### src/rtl/ula_sequencer_if.sv
// Fetch-side handshake, ALU control and register-file write-back bundle for ula_sequencer.
// master = sequencer side, slave = fetch/ALU/register-file side.
interface ula_sequencer_if #(
    parameter int DATA_W = 32,
    parameter int CNT_W  = 16
);
    logic              instr_valid;
    logic              instr_ready;
    logic [15:0]       instr;
    logic [5:0]        ulacode;
    logic [3:0]        sel_a;
    logic [3:0]        sel_b;
    logic [DATA_W-1:0] alu_result;
    logic              reg_we;
    logic [3:0]        sel_d;
    logic [DATA_W-1:0] wb_data;
    logic              busy;
    logic              halted;
    logic [CNT_W-1:0]  retired;

    modport master (
        input  instr_valid, instr, alu_result,
        output instr_ready, ulacode, sel_a, sel_b, reg_we, sel_d, wb_data,
               busy, halted, retired
    );

    modport slave (
        output instr_valid, instr, alu_result,
        input  instr_ready, ulacode, sel_a, sel_b, reg_we, sel_d, wb_data,
               busy, halted, retired
    );
endinterface

### src/rtl/ula_sequencer.sv
// Multi-cycle ALU control unit: decode opcode to ulacode, execute one cycle, write back.
// Latency: accept on edge 0, ulacode valid cycle 2, reg_we cycle 3, ready again cycle 4.
// Backpressure: instr_ready low outside IDLE; held instructions wait, HALT refuses all.
module ula_sequencer #(
    parameter int DATA_W = 32,
    parameter int CNT_W  = 16
) (
    input  logic              clock,
    input  logic              reset,
    ula_sequencer_if.master   bus
);
    localparam logic [5:0] UC_PASS_B = 6'b010100;

    typedef enum logic [2:0] {IDLE, DECODE, EXEC, WB, HALT} state_t;

    state_t            state;
    logic [3:0]        opcode;
    logic              instr_ready;
    logic              reg_we;
    logic              busy;
    logic              halted;
    logic [5:0]        ulacode;
    logic [3:0]        sel_a;
    logic [3:0]        sel_b;
    logic [3:0]        sel_d;
    logic [DATA_W-1:0] wb_data;
    logic [CNT_W-1:0]  retired;

    function automatic logic [5:0] ucode_of(input logic [3:0] op);
        logic [5:0] uc;
        case (op)
            4'h0:    uc = 6'b011000;
            4'h1:    uc = 6'b010100;
            4'h2:    uc = 6'b011010;
            4'h3:    uc = 6'b101100;
            4'h4:    uc = 6'b111100;
            4'h5:    uc = 6'b111101;
            4'h6:    uc = 6'b111001;
            4'h7:    uc = 6'b110101;
            4'h8:    uc = 6'b111111;
            4'h9:    uc = 6'b110110;
            4'hA:    uc = 6'b111011;
            4'hB:    uc = 6'b001100;
            4'hC:    uc = 6'b011100;
            4'hD:    uc = 6'b010000;
            4'hE:    uc = 6'b110001;
            default: uc = UC_PASS_B;
        endcase
        return uc;
    endfunction

    always_ff @(posedge clock) begin
        if (reset) begin
            state       <= IDLE;
            opcode      <= 4'h0;
            instr_ready <= 1'b1;
            reg_we      <= 1'b0;
            busy        <= 1'b0;
            halted      <= 1'b0;
            ulacode     <= UC_PASS_B;
            sel_a       <= 4'h0;
            sel_b       <= 4'h0;
            sel_d       <= 4'h0;
            wb_data     <= '0;
            retired     <= '0;
        end else begin
            case (state)
                IDLE: begin
                    // Selects load straight from the accepted word so they are valid during DECODE.
                    if (bus.instr_valid && instr_ready) begin
                        opcode      <= bus.instr[15:12];
                        sel_d       <= bus.instr[11:8];
                        sel_a       <= bus.instr[7:4];
                        sel_b       <= bus.instr[3:0];
                        instr_ready <= 1'b0;
                        busy        <= 1'b1;
                        state       <= DECODE;
                    end
                end
                DECODE: begin
                    if (opcode == 4'hF) begin
                        halted <= 1'b1;
                        busy   <= 1'b0;
                        state  <= HALT;
                    end else begin
                        ulacode <= ucode_of(opcode);
                        state   <= EXEC;
                    end
                end
                EXEC: begin
                    wb_data <= bus.alu_result;
                    ulacode <= UC_PASS_B;
                    reg_we  <= 1'b1;
                    state   <= WB;
                end
                WB: begin
                    reg_we      <= 1'b0;
                    retired     <= retired + 1'b1;
                    instr_ready <= 1'b1;
                    busy        <= 1'b0;
                    state       <= IDLE;
                end
                HALT: begin
                    state <= HALT;
                end
                default: begin
                    state <= IDLE;
                end
            endcase
        end
    end

    assign bus.instr_ready = instr_ready;
    assign bus.ulacode     = ulacode;
    assign bus.sel_a       = sel_a;
    assign bus.sel_b       = sel_b;
    assign bus.sel_d       = sel_d;
    assign bus.reg_we      = reg_we;
    assign bus.wb_data     = wb_data;
    assign bus.busy        = busy;
    assign bus.halted      = halted;
    assign bus.retired     = retired;
endmodule

### src/flat_wrapper.sv
// flat-port wrapper written by rule: the top's interface ports become plain ports
module ula_sequencer_flat 
#(
    parameter int DATA_W = 32,
    parameter int CNT_W  = 16
)
  (clock, reset, bus_instr_valid, bus_instr, bus_alu_result, bus_instr_ready, bus_ulacode, bus_sel_a, bus_sel_b, bus_reg_we, bus_sel_d, bus_wb_data, bus_busy, bus_halted, bus_retired);
  ula_sequencer_if #(.DATA_W(DATA_W), .CNT_W(CNT_W)) bus_i ();
  input  logic clock;
  input  logic reset;
  input wire logic [$bits(bus_i.instr_valid)-1:0] bus_instr_valid;
  input wire logic [$bits(bus_i.instr)-1:0] bus_instr;
  input wire logic [$bits(bus_i.alu_result)-1:0] bus_alu_result;
  output wire logic [$bits(bus_i.instr_ready)-1:0] bus_instr_ready;
  output wire logic [$bits(bus_i.ulacode)-1:0] bus_ulacode;
  output wire logic [$bits(bus_i.sel_a)-1:0] bus_sel_a;
  output wire logic [$bits(bus_i.sel_b)-1:0] bus_sel_b;
  output wire logic [$bits(bus_i.reg_we)-1:0] bus_reg_we;
  output wire logic [$bits(bus_i.sel_d)-1:0] bus_sel_d;
  output wire logic [$bits(bus_i.wb_data)-1:0] bus_wb_data;
  output wire logic [$bits(bus_i.busy)-1:0] bus_busy;
  output wire logic [$bits(bus_i.halted)-1:0] bus_halted;
  output wire logic [$bits(bus_i.retired)-1:0] bus_retired;
  assign bus_i.instr_valid = bus_instr_valid;
  assign bus_i.instr = bus_instr;
  assign bus_i.alu_result = bus_alu_result;
  assign bus_instr_ready = bus_i.instr_ready;
  assign bus_ulacode = bus_i.ulacode;
  assign bus_sel_a = bus_i.sel_a;
  assign bus_sel_b = bus_i.sel_b;
  assign bus_reg_we = bus_i.reg_we;
  assign bus_sel_d = bus_i.sel_d;
  assign bus_wb_data = bus_i.wb_data;
  assign bus_busy = bus_i.busy;
  assign bus_halted = bus_i.halted;
  assign bus_retired = bus_i.retired;
  ula_sequencer #(.DATA_W(DATA_W), .CNT_W(CNT_W)) u_core (.clock(clock), .reset(reset), .bus(bus_i));
endmodule
### config.mk
export PLATFORM = sky130hd
export DESIGN_NAME = ula_sequencer_flat
export DESIGN_NICKNAME = d
export VERILOG_FILES = /design/src/rtl/ula_sequencer_if.sv /design/src/rtl/ula_sequencer.sv /design/src/flat_wrapper.sv
export SDC_FILE = /design/constraint.sdc
export NUM_CORES = 1
export LEC_CHECK = 0
export CELL_PAD_IN_SITES_DETAIL_PLACEMENT = 1
export CELL_PAD_IN_SITES_GLOBAL_PLACEMENT = 2
export CORE_ASPECT_RATIO = 1.2
export CORE_UTILIZATION = 24
export CTS_CLUSTER_SIZE = 25
export DETAILED_ROUTE_END_ITERATION = 7
export PLACE_DENSITY_LB_ADDON = 0.1
export SYNTH_ARGS = -nofsm -noshare
export SYNTH_HDL_FRONTEND = slang
export SYNTH_SLANG_ARGS = --single-unit
### constraint.sdc
create_clock -name clock -period 2.5 [get_ports clock]
set_input_delay 0.5 -clock clock [delete_from_list [all_inputs] [get_ports clock]]
set_output_delay 0.5 -clock clock [all_outputs]
set_load 0.01 [all_outputs]
### After elaboration in Yosys (flattened, before gate mapping)

Memories as Yosys holds them, arrays and structs flattened. A register that Yosys moved wholly into a read port is not among the register bits.
Index checks and enable logic that the tools add are counted.

* $add $sub $neg: 1
* equal/unequal tests: 8
* mux-type cells: 13
* reduce and logical (&&, ||, !) cells: 11

Operators by type and width (count)
* $add 16x1->16 const B: 1
* $pmux 3 s4: 1
* $pmux 6 s2: 1
* $mux 4: 2
* $reduce_and 2->1: 4
* $eq 3x2->1 const B: 2
* $mux 3: 2
* $mux 6: 1
* $reduce_bool 2->1: 3
* $eq 4x4->1 const B: 1
* $ne 2x1->1 const B: 2
* $pmux 1 s2: 2
* $eq 3x1->1 const B: 1
* $eq 3x3->1 const B: 1
* $logic_not 3->1: 1
* $mux 1: 3
* $pmux 1 s3: 1
* $reduce_and 3->1: 1
* $reduce_bool 3->1: 1
* $ne 2x2->1 const B: 1
* $logic_and 1x1->1: 1

* flip-flop bits (word level): 77
* ROM bits: 96
* output and inout bits: 70
* memories: 1

Memory list
* (name not given): words 16, width 6, read ports 1, clocked after Yosys merged registers in 1, wr ports 0, RTL line ula_sequencer.sv:31 `case (op)`

### Logic depth before layout (Yosys ltp)

* word-level depth: 4
* gate-level depth with buffers: 7
* gate-level depth less buffers: 7

### Worst setup path after synthesis

Ideal clock, no wire load.

* path type: input-to-reg
* start: input bus_instr_valid
* end: register (tool-made name)
* library setup time: 0.079 ns
* arrival: 2.238 ns
* required time: 2.421 ns
* slack: 0.183 ns
* cell stages on the path: 7
* path buffers: 0
* cell sequence: nand2_1 > nor4_4 > mux2i_1 > inv_1 > ha_1 > mux2_2 > a211oi_2

RTL lines
* from (decl): RTL line flat_wrapper.sv:11 `input wire logic [$bits(bus_i.instr_valid)-1:0] bus_instr_valid;`

==> summary.txt <==
Power
  – P_leak: 1.84 nW
  – Worst VDD drop: approximately 0.24 mV
  – Total power: roughly 3.3 mW
  – PD cells: 668 nW/um^2

Setup path
  – Crit Path Class: primary input to flop
  – Critical Path Sink Type: flop
  – CP Max Fanout: 4
  – Worst R2R Setup Slack: between 0.5 and 0.6 ns
  – Critical path origin: bus_instr_valid
  – Reg2reg path depth: 6
  – Crit path DAT: 2.42 ns
  – Critical path launch point type: primary input
  – Reg2reg start: u_core.state[2]
  – Worst EP required: between 2 and 3 ns

STA
  – Endpoints failing setup: 0
  – Endpoints failing hold: 0
  – Slew of the pin with the lowest slew margin: between 0.5 and 0.6 ns
  – Max-slew violations: 0
  – RSZ-0062 raised after global routing: no
  – Final min period: 2.17 ns
  – Slew headroom: 60.8%
  – F_max: roughly 0.46 GHz
  – Fin crit share: about 87%
  – Clk_skew: about 0.0054 ns

Place
  – Post-DP HPWL: 6.58 mm
  – Placed inst area: 4660 um^2
  – Port Buf Inserts: 120
  – Routability cong.: about 0.75
  – Placed cells: between 600 and 700

Worst hold path
  – Hold path depth: 2
  – Worst hold path class: flop to flop

Floorplanning
  – Die ar.: 13900 um^2
  – Row count: 46
  – Num ports: roughly 120
  – Initial cell density of the core: between 20% and 30%
  – Horiz. Die Dim: 108 um
  – Die height: between 100 and 150 um
  – Std-Cell Core Area: roughly 13000 um^2

Synth
  – Seq/Total Area, Yosys: about half
  – Netlist cell types: 35
  – Synth async-reset ratio: 0%
  – Post-synth EDFFs: 0
  – Top-area cell type share of the netlist area: slightly above 50%
  – Avg Cell Area, Syn: between 8 and 9 um^2
  – Seq cells post-synth: 83
  – Top post-synthesis cells by count: nand2_1 (103), dfxtp_1 (83), a21oi_1 (53), nor2_1 (17), clkbuf_1 (14)
  – Main synth FF type: dfxtp_1
  – Cell Area, Synth: about 3200 um^2
  – Top cells by area, synth: dfxtp_1 (51%), nand2_1 (12%), a21oi_1 (8.2%)
  – Largest area contributor in the netlist: dfxtp_1
  – Mapped Cells: 380
  – Syn Nets: roughly 440
  – Total number of yosys warnings: 0
  – Count leader, synth: nand2_1

Global route
  – Gr usage total: ~14%
  – GRT overflow: 0
  – Initial antenna violation count: 0
  – Number of global-route vias before repair: ~3000
  – Largest net degree at the start of global routing: 54
  – Global-route wire length before repair: 14.8 mm

Route
  – Vias per cell: between 4 and 5
  – Post-DRT Antenna Nets: 0
  – DR vias: 3009
  – First-iteration detailed-routing DRC count: 66
  – Post-Route WL: approximately 9.2 mm
  – WL met2: about 4.5 mm
  – Routed len/inst: approximately 14 um
  – DR top layer: met4
  – DRT met1 WL: a little over 4 mm
  – Metal3 WL: between 400 and 500 um
  – First-pass iteration count of the detailed router: 6
  – Residual DRC: 1

Cells and area
  – Ratio of cells with drive above 1 in the final layout: under 10%
  – Utilization after layout: 37.7%
  – Final nets: between 500 and 600
  – Area of the multi-input gates: roughly 1400 um^2
  – Non-filler cells in the finished layout: 676
  – Reg area: approximately 1700 um^2
  – # fillers: 1560
  – N_diodes: 0
  – Post-route cell area: 4960 um^2
  – Area Growth Syn to Fin: 53.7%

Job
  – Max Cap Viol: 0

Clocking
  – CTS Sinks: between 80 and 90
  – Post-CTS Resized: 0
  – Clock insertion delay at the later pin of the skew report: 0.33 ns
  – Worst-path clk slew: roughly 0.060 ns
  – Root buf cell: clkbuf_16
  – CTS tree: done
  – Post-CTS setup repair buffer count: 0
  – Cts bufs inserted: 9
  – Hold_buf cts: 0
  – Depth of the CTS H-tree: 3
  – CTS Buffer Depth: 2

Status
  – Status: finished, violations left
  – Violated checks: DRC
## worst max-delay path: stages
cell and delay (ns):
clkdlybuf4s50_1 0.48, nand2_1 0.11, nor4_4 0.26, mux2i_1 0.29, inv_1 0.09, ha_1 0.20, mux2_2 0.27, a211oi_2 0.21
## placed cells by master, fill, tap and decap left out, types with 3 or more instances in the layout
cell and instances:
inv_1 9, buf_4 16, clkbuf_16 9, o21ai_0 5, nand2_1 103, clkdlybuf4s50_1 119, a21oi_1 53, or3_1 3
nand3_1 5, mux2i_1 13, nand4_1 3, xnor2_1 9, and3_1 5, nor2_1 17, ha_1 7, clkbuf_8 3
nor3_1 13, nor2b_1 7, dfxtp_1 83, xor2_1 4
## metal layers
metal | track usage (%) | vias to the layer above
li1 | - | 1511
met3 | 3.22 | 9
met4 | 6.04 | 0
met2 | 23.3 | 66
met1 | 16.5 | 1423
met5 | 0 | -
## worst min path at each step
stage,from,endpoint
finish,flop,u_core.bus.ulacode[2]
global route,flop,u_core.bus.ulacode[2]
CTS,flop,u_core.bus.ulacode[2]
detailed placement,flop,u_core.bus.ulacode[2]
global placement,u_core.bus.wb_data[0],u_core.bus.wb_data[0]
floorplan,flop,u_core.bus.ulacode[2]
## metrics by stage
stage          TNS, ns  worst slack, ns  hold slack (ns)
6_report             0            0.331            0.443
5_1_grt              0            0.143            0.455
4_1_cts              0            0.314            0.448
3_5_place_dp   -0.0317          -0.0317            0.446
3_3_place_gp         0           0.0451            0.441
2_1_floorplan        0            0.183            0.418
## registers in the layout, indices dropped and copies added (netlist names), named ones only
register / cells
u_core.bus.sel_a: 4
u_core.bus.sel_d: 4
u_core.bus.halted: 1
u_core.bus.sel_b: 4
u_core.state: 3
u_core.bus.reg_we: 1
u_core.bus.retired: 16
u_core.bus.wb_data: 32
u_core.bus.busy: 1
u_core.bus.ulacode: 6
u_core.bus.instr_ready: 1
u_core.opcode: 4
## report_power, final
group	internal, mW	total, mW	switching (mW)
sequential	1.40	1.45	0.0473
clock	0.843	1.35	0.504
combinational	0.275	0.517	0.241
total	2.52	3.32	0.793
## cell type report
class | count | area share [%]
Clock buffer | 12 | 5.37
Sequential cell | 83 | 33.5
Multi-Input combinational cell | 265 | 28.9
Clock inverter | 2 | 0.706
Inverter | 10 | 0.781
Tap cell | 168 | 4.23
Timing Repair Buffer | 136 | 26.5
## cells by family (layout without fill, tap and decap cells)
family	after synthesis	count (layout)	synth area share, %
compound gates	65	65	10.9
xor+xnor	13	13	3.53
fa+ha+maj	7	7	2.71
buf+inv	32	160	4.11
flops	83	83	51.5
mux	14	14	4.38
simple gates	166	166	22.9
Power figures use the tool's default switching activity.
